$ cat src/rtl/fp_mul_chk_delay.sv
// Generic valid+payload shift line of LATENCY stages with a population count
// of the valid stages.
module fp_mul_chk_delay #(
  parameter int unsigned LATENCY = 3,
  parameter int unsigned PAY_W   = 4
) (
  input  logic                             clk,
  input  logic                             rst,
  input  logic                             in_valid,
  input  logic [PAY_W-1:0]                 in_data,
  output logic                             tail_valid,
  output logic [PAY_W-1:0]                 tail_data,
  output logic [$clog2(LATENCY+1)-1:0]     count
);

  localparam int unsigned CW = $clog2(LATENCY+1);

  logic [LATENCY-1:0] vld;
  logic [PAY_W-1:0]   dat [LATENCY];

  always_ff @(posedge clk) begin
    if (rst) begin
      vld <= '0;
    end else begin
      vld[0] <= in_valid;
      for (int unsigned i = 1; i < LATENCY; i++)
        vld[i] <= vld[i-1];
    end
  end

  // Payload needs no reset: it is only ever read qualified by its valid bit.
  always_ff @(posedge clk) begin
    dat[0] <= in_data;
    for (int unsigned i = 1; i < LATENCY; i++)
      dat[i] <= dat[i-1];
  end

  always_comb begin
    count = '0;
    for (int unsigned i = 0; i < LATENCY; i++)
      count = count + CW'(vld[i]);
  end

  assign tail_valid = vld[LATENCY-1];
  assign tail_data  = dat[LATENCY-1];

endmodule

$ cat config.mk
export PLATFORM = sky130hd
export DESIGN_NAME = fp_mul_chk_delay
export DESIGN_NICKNAME = d
export VERILOG_FILES = /design/src/rtl/fp_mul_chk_delay.sv
export SDC_FILE = /design/constraint.sdc
export NUM_CORES = 1
export LEC_CHECK = 0
export CAP_MARGIN = 20
export CORE_AREA = 8 8 45 47
export CTS_BUF_LIST = sky130_fd_sc_hd__clkbuf_4
export CTS_CLUSTER_DIAMETER = 120
export DETAILED_ROUTE_END_ITERATION = 6
export DIE_AREA = 0 0 53 55
export MAX_ROUTING_LAYER = met4
export PLACE_DENSITY = 0.67
export SLEW_MARGIN = 20
export SYNTH_ARGS = -nofsm -noshare
export SYNTH_HDL_FRONTEND = slang
export SYNTH_SLANG_ARGS = --single-unit
$ cat constraint.sdc
create_clock -name clk -period 2.97 [get_ports clk]
set_input_delay 0.594 -clock clk [delete_from_list [all_inputs] [get_ports clk]]
set_output_delay 0.594 -clock clk [all_outputs]
set_load 0.1 [all_outputs]
==> impl_metrics.json <==
{
  "status": "complete, no violations",
  "hold_class": "reg -> reg",
  "yosysWarningCount": 0,
  "nets": 45,
  "area_delta_synth_final_pct": 35.3,
  "vias": 173,
  "ctsHtreeMaxLevel": 1,
  "ant_nets": 0,
  "slew_viol_final": 0,
  "path_max_fanout": 2,
  "cts_buffer_depth": 2,
  "critPathLaunchType": "register",
  "ys_seq_area_share_pct": 81.4,
  "combPwrFrac_pct": 15.0,
  "fp-row-count": 14,
  "place.port_buffers": 13,
  "r2r-end": "vld[2]",
  "ir_drop_uv": 222,
  "fin_cells": 52,
  "die_y_um": 55,
  "yosys.cell_types.count": 4,
  "r2r_slack_ns": 2.42,
  "cp-end-kind": "primary output",
  "relSlewSlack_pct": 81.4,
  "dp.cells": 48,
  "r2r_start": "vld[1]",
  "ys_ff_latch": 15,
  "min_period_ns": 2.02,
  "endpoint": "count[0]",
  "worstSetupPathType": "reg -> out",
  "die_width_um": 53,
  "p_int_uw": 276,
  "rsz0062_at_grt": "no",
  "netlist_instances": 23,
  "clock-root-buffer": "clkbuf_4",
  "wl_per_cell_um": 9.06,
  "cts_num_sinks": 15,
  "post_cts_resized": 0,
  "setup_viol": 0,
  "place.gp.congestion": 0.576,
  "fin_ws_ns": 0.954,
  "reg2reg_depth": 1,
  "wl_um": 471,
  "syn_nets": 31,
  "clock_latency_ns": 0.27,
  "post_cts_buffers": 0,
  "core_um2": 1380,
  "pre_cts_ws_ns": 1.25,
  "setup_tns_ns": 0,
  "final_hold_viol_count": 0,
  "drc_errors": 0,
  "wl_met3_um": 78,
  "crit_path_start": "vld[2]",
  "drt_pre_antenna_iters": 1,
  "grt_antenna_before_repair": 0,
  "wl_met2_um": 141,
  "clockPowerShare_pct": 28.7,
  "crit_required_ns": 2.38,
  "crit_arrival_ns": 1.42,
  "io_pins": 14,
  "power_density_nw_per_um2": 761,
  "finalCritPeriodShare_pct": 67.9,
  "sw_frac_of_total_pct": 27.5,
  "highest_layer": "met3",
  "detail_route.iter0.violations": 0,
  "grt_max_degree": 10,
  "cts_tree": "yes",
  "grt_pass1_vias": 197,
  "die_area_um2": 2920,
  "power.total_uw": 380,
  "wl_met1_um": 251,
  "netlist_area_um2": 369,
  "drive_gt1_share_pct": 30.6,
  "timing_worst_slew_pin_value_ns": 0.282,
  "start_util_pct": 26.7,
  "switchingPower_uw": 104,
  "finish.utilization_pct": 36.1,
  "holdBufCountCts": 0,
  "syn_area_per_cell_um2": 16.0,
  "gr-total-overflow": 0,
  "pwr-share-seq_pct": 56.3,
  "p_leak_uw": 0.000219,
  "fmax_mhz": 496,
  "path_clk_slew_ns": 0.08,
  "fin_skew_ns": 0.00196,
  "antenna_cells": 0,
  "grt_pass1_wl_um": 759,
  "cts-buffers-inserted": 3,
  "vias_per_cell": 3.33,
  "grt_util_all_layers_pct": 3.96,
  "drv_cap": 0
}
==> cell type report <==
type	count	area (um^2)
Clock buffer	3	22.5
Tap cell	16	20.0
Fill cell	130	885
Timing Repair Buffer	13	113
Sequential cell	15	300
Multi-Input combinational cell	4	38.8
Clock inverter	1	5.00
==> critical path, stage by stage (launching register included) <==
cell and delay [ns]:
dfxtp_1 0.33, fa_1 0.53, buf_4 0.28
==> layout by cell type, fill, tap and decap left out <==
cell             count
clkinv_2             1
buf_4                7
fa_1                 1
dfxtp_1             15
nor2b_1              3
clkdlybuf4s50_1      6
clkbuf_4             3
==> state kept, by name, indices dropped and copies added (netlist names) <==
| signal | flops |
|---|---|
| vld | 3 |
| dat | 12 |
==> logic make-up after synthesis <==
| kind of cell | Yosys count | share of synthesized area, % |
|---|---|---|
| simple gates | 3 | 5.09 |
| fa+ha+maj | 1 | 5.42 |
| flops | 15 | 81.4 |
| buf+inv | 4 | 8.14 |
==> cell usage after synthesis <==
library cell	instances	area share, %
buf_4	4	8.1
dfxtp_1	15	81
fa_1	1	5.4
nor2b_1	3	5.1
==> power groups by stage <==
| stage | logic (uW) | registers (uW) | clock network (uW) |
|---|---|---|---|
| 2_1_floorplan | 43.8 | 221 | 0 |
| 3_3_place_gp | 57.3 | 219 | 0 |
| 3_5_place_dp | 57.5 | 219 | 0 |
| 4_1_cts | 57.5 | 214 | 115 |
| 5_1_grt | 59.0 | 215 | 119 |
| 6_report | 57.0 | 214 | 109 |
==> stage by stage <==
step / hold slack, ns / cell area, um^2
final: 0.329 / 499
after global routing: 0.337 / 499
after CTS: 0.332 / 499
after detailed placement: 0.312 / 472
after global placement: 0.311 / 472
after floorplan: 0.310 / 369
==> how the worst min path moves through the flow <==
stage	startpoint	to	slack, ns	cells past startpoint
after global placement	dat[0][4]	dat[0][8]	0.31	0
final	dat[0][4]	dat[0][8]	0.33	0
after global routing	dat[0][2]	dat[0][6]	0.34	0
after detailed placement	dat[0][7]	dat[0][11]	0.31	0
after floorplan	dat[0][6]	dat[0][10]	0.31	0
after CTS	dat[0][7]	dat[0][11]	0.33	0
==> routing by layer <==
| layer | global-route usage [%] | vias to the layer above |
|---|---|---|
| met4 | 3.88 | 0 |
| met5 | - | - |
| met1 | 4.63 | 69 |
| li1 | - | 90 |
| met2 | 3.71 | 14 |
| met3 | 3.21 | 0 |
No activity file was read; power rests on OpenSTA's default activity.
==> RTL edit (same flow settings) <==
The parameter `PAY_W` goes from 4 to 3.
--- a/src/rtl/fp_mul_chk_delay.sv
+++ b/src/rtl/fp_mul_chk_delay.sv
@@ -3,5 +3,5 @@
 module fp_mul_chk_delay #(
   parameter int unsigned LATENCY = 3,
-  parameter int unsigned PAY_W   = 4
+  parameter int unsigned PAY_W   = 3
 ) (
   input  logic                             clk,
Ports: changed (resized in_data and tail_data); port bits go from 14 to 12. The function was not compared with the original's and may differ.
==> RTL edit against the original RTL <==
Design area down 17%. Routed wire length down 18%. Final cell count down 12%. Core utilization down 6.0 points. Sequential cell count down 3. Setup slack better by 0.025 ns. Total power down 19%. Worst hold slack worse by 0.0074 ns. Area after synthesis down 18%.
==> RTL edit: results (changes against the original RTL) <==
global_routing:
  grt_pass1_wl_um: 545  # was 759 um
  grt_antenna_before_repair: 0  # unchanged
  grtUsageTotal_pct: 2.998  # was 3.964%
  grt_pass1_vias: 147  # was 197
  grt_max_degree: 7  # was 10
synthesis:
  synthDistinctLibCells: 4  # unchanged
  yosysWarnings: 0  # unchanged
  synthArstFlopShare_pct: 0  # unchanged
  yosysSeqAreaShare_pct: 79.67  # was 81.36%
  synth_nets: 26  # was 31
  ys_top_cells_by_count: "12 x dfxtp_1, 3 x buf_4, 3 x nor2b_1"  # was 15 x dfxtp_1, 4 x buf_4, 3 x nor2b_1
  synth_cells: 19  # was 23
  synthTopCellsByArea: "dfxtp_1 80%, buf_4 7.5%, fa_1 6.6%"  # was dfxtp_1 81%, buf_4 8.1%, fa_1 5.4%
clock_network:
  htreeDepth: 1  # unchanged
  clk_pin_slew_ns: 0.06  # was 0.08 ns
  cts_setup_buffers: 0  # unchanged
  root_buffer: "clkbuf_4"  # unchanged
  cts_resized: 0  # unchanged
  cts-buffers-inserted: 3  # unchanged
  insertion_delay_ns: 0.25  # was 0.27 ns
  cts_buffer_depth: 2  # unchanged
placed_design:
  placed_cell_area_um2: 394.1  # was 471.7 um2
  pre_cts_slack_ns: 1.249  # was 1.246 ns
  gp_congestion: 0.5639  # was 0.5760
  io_buffers: 11  # was 13
  dp.cells: 43  # was 48
hold_path:
  hold_class: "reg -> reg"  # unchanged
routing:
  routed_wirelength_um: 386  # was 471 um
  viasPerCell: 2.978  # was 3.327
  first_pass_iters: 1  # unchanged
  drt_iter0_drc: 0  # unchanged
pwr:
  vdd_drop_max_uv: 385.8  # was 221.8 uV
  leakagePower_nw: 0.1812  # was 0.2192 nW
critical_path:
  crit_arrival_ns: 1.40  # was 1.42 ns
  critPathMaxFanout: 2  # unchanged
sta:
  finalClockSkew_ns: 0.004503  # was 0.001961 ns
  worst_pin_slew_ns: 0.2810  # was 0.2817 ns
layout:
  nFillCells: 139  # was 130
  n_antenna_cell: 0  # unchanged
  reg_top3: "dat (9), vld (3)"  # was dat (12), vld (3)
  drive_above_1_share_pct: 30.00  # was 30.56%
  finalNonFillerCells: 46  # was 52
  nNetsFinal: 39  # was 45
run_status:
  status: "completed"  # unchanged
## RTL edit: routing by layer
| layer | vias to the layer above | GRT usage [%] | part of all wire [%] |
|---|---|---|---|
| li1 | 77 | - | - |
| met1 | 54 | 2.615 | 48 |
| met2 | 6 | 3.516 | 45 |
| met3 | 0 | 3.209 | 6.5 |
| met4 | 0 | 2.586 | 0 |
| met5 | - | - | 0 |
## RTL edit: worst paths after layout
path | to | slack [ns] | cells after the start | start
worst min-delay path | dat[0][7] | 0.32 | 0 | dat[0][4]
worst max-delay path | count[0] | 0.98 | 2 | vld[2]
worst min register to register | dat[0][7] | 0.32 | 0 | dat[0][4]
worst max register to register | vld[1] | 2.42 | 1 | vld[0]
## RTL edit: per-stage QoR
stage               hold WS [ns]  total power [W]
finish                    0.3213        0.0003091
global placement          0.3128        0.0002245
detailed placement        0.3121        0.0002246
global route              0.3294        0.0003247
floorplan                 0.3096        0.0002147
CTS                       0.3252        0.0003146
## RTL edit: final cells by class
class / instances / area (um2) / share of cell area, %
well taps: 16 / 20.02 / 4.805
clock buffers: 3 / 22.52 / 5.405
flip-flops and latches: 12 / 240.2 / 57.66
repair buffers: 11 / 95.09 / 22.82
multi-input cells: 4 / 38.79 / 9.309
## RTL edit: where the power goes
group | internal, W | switching (W) | leakage [nW] | total [W]
sequential | 0.000169 | 0.00000228 | 0.101 | 0.000171
combinational | 0.0000126 | 0.0000366 | 0.0668 | 0.0000492
clock | 0.0000466 | 0.0000420 | 0.0138 | 0.0000886
total | 0.000228 | 0.0000809 | 0.181 | 0.000309
## RTL edit: cell families (layout without fill, tap and decap cells)
group | count (synthesis) | count (layout) | synth area share, %
flip-flops | 12 | 12 | 79.67
adder cells (fa/ha/maj) | 1 | 1 | 6.639
AND/OR/NAND/NOR | 3 | 3 | 6.225
buffers and inverters | 3 | 14 | 7.468
## RTL edit: critical path, cell delays in order, from the launching register on
cell and delay (ns):
dfxtp_1 0.32, fa_1 0.53, buf_4 0.28
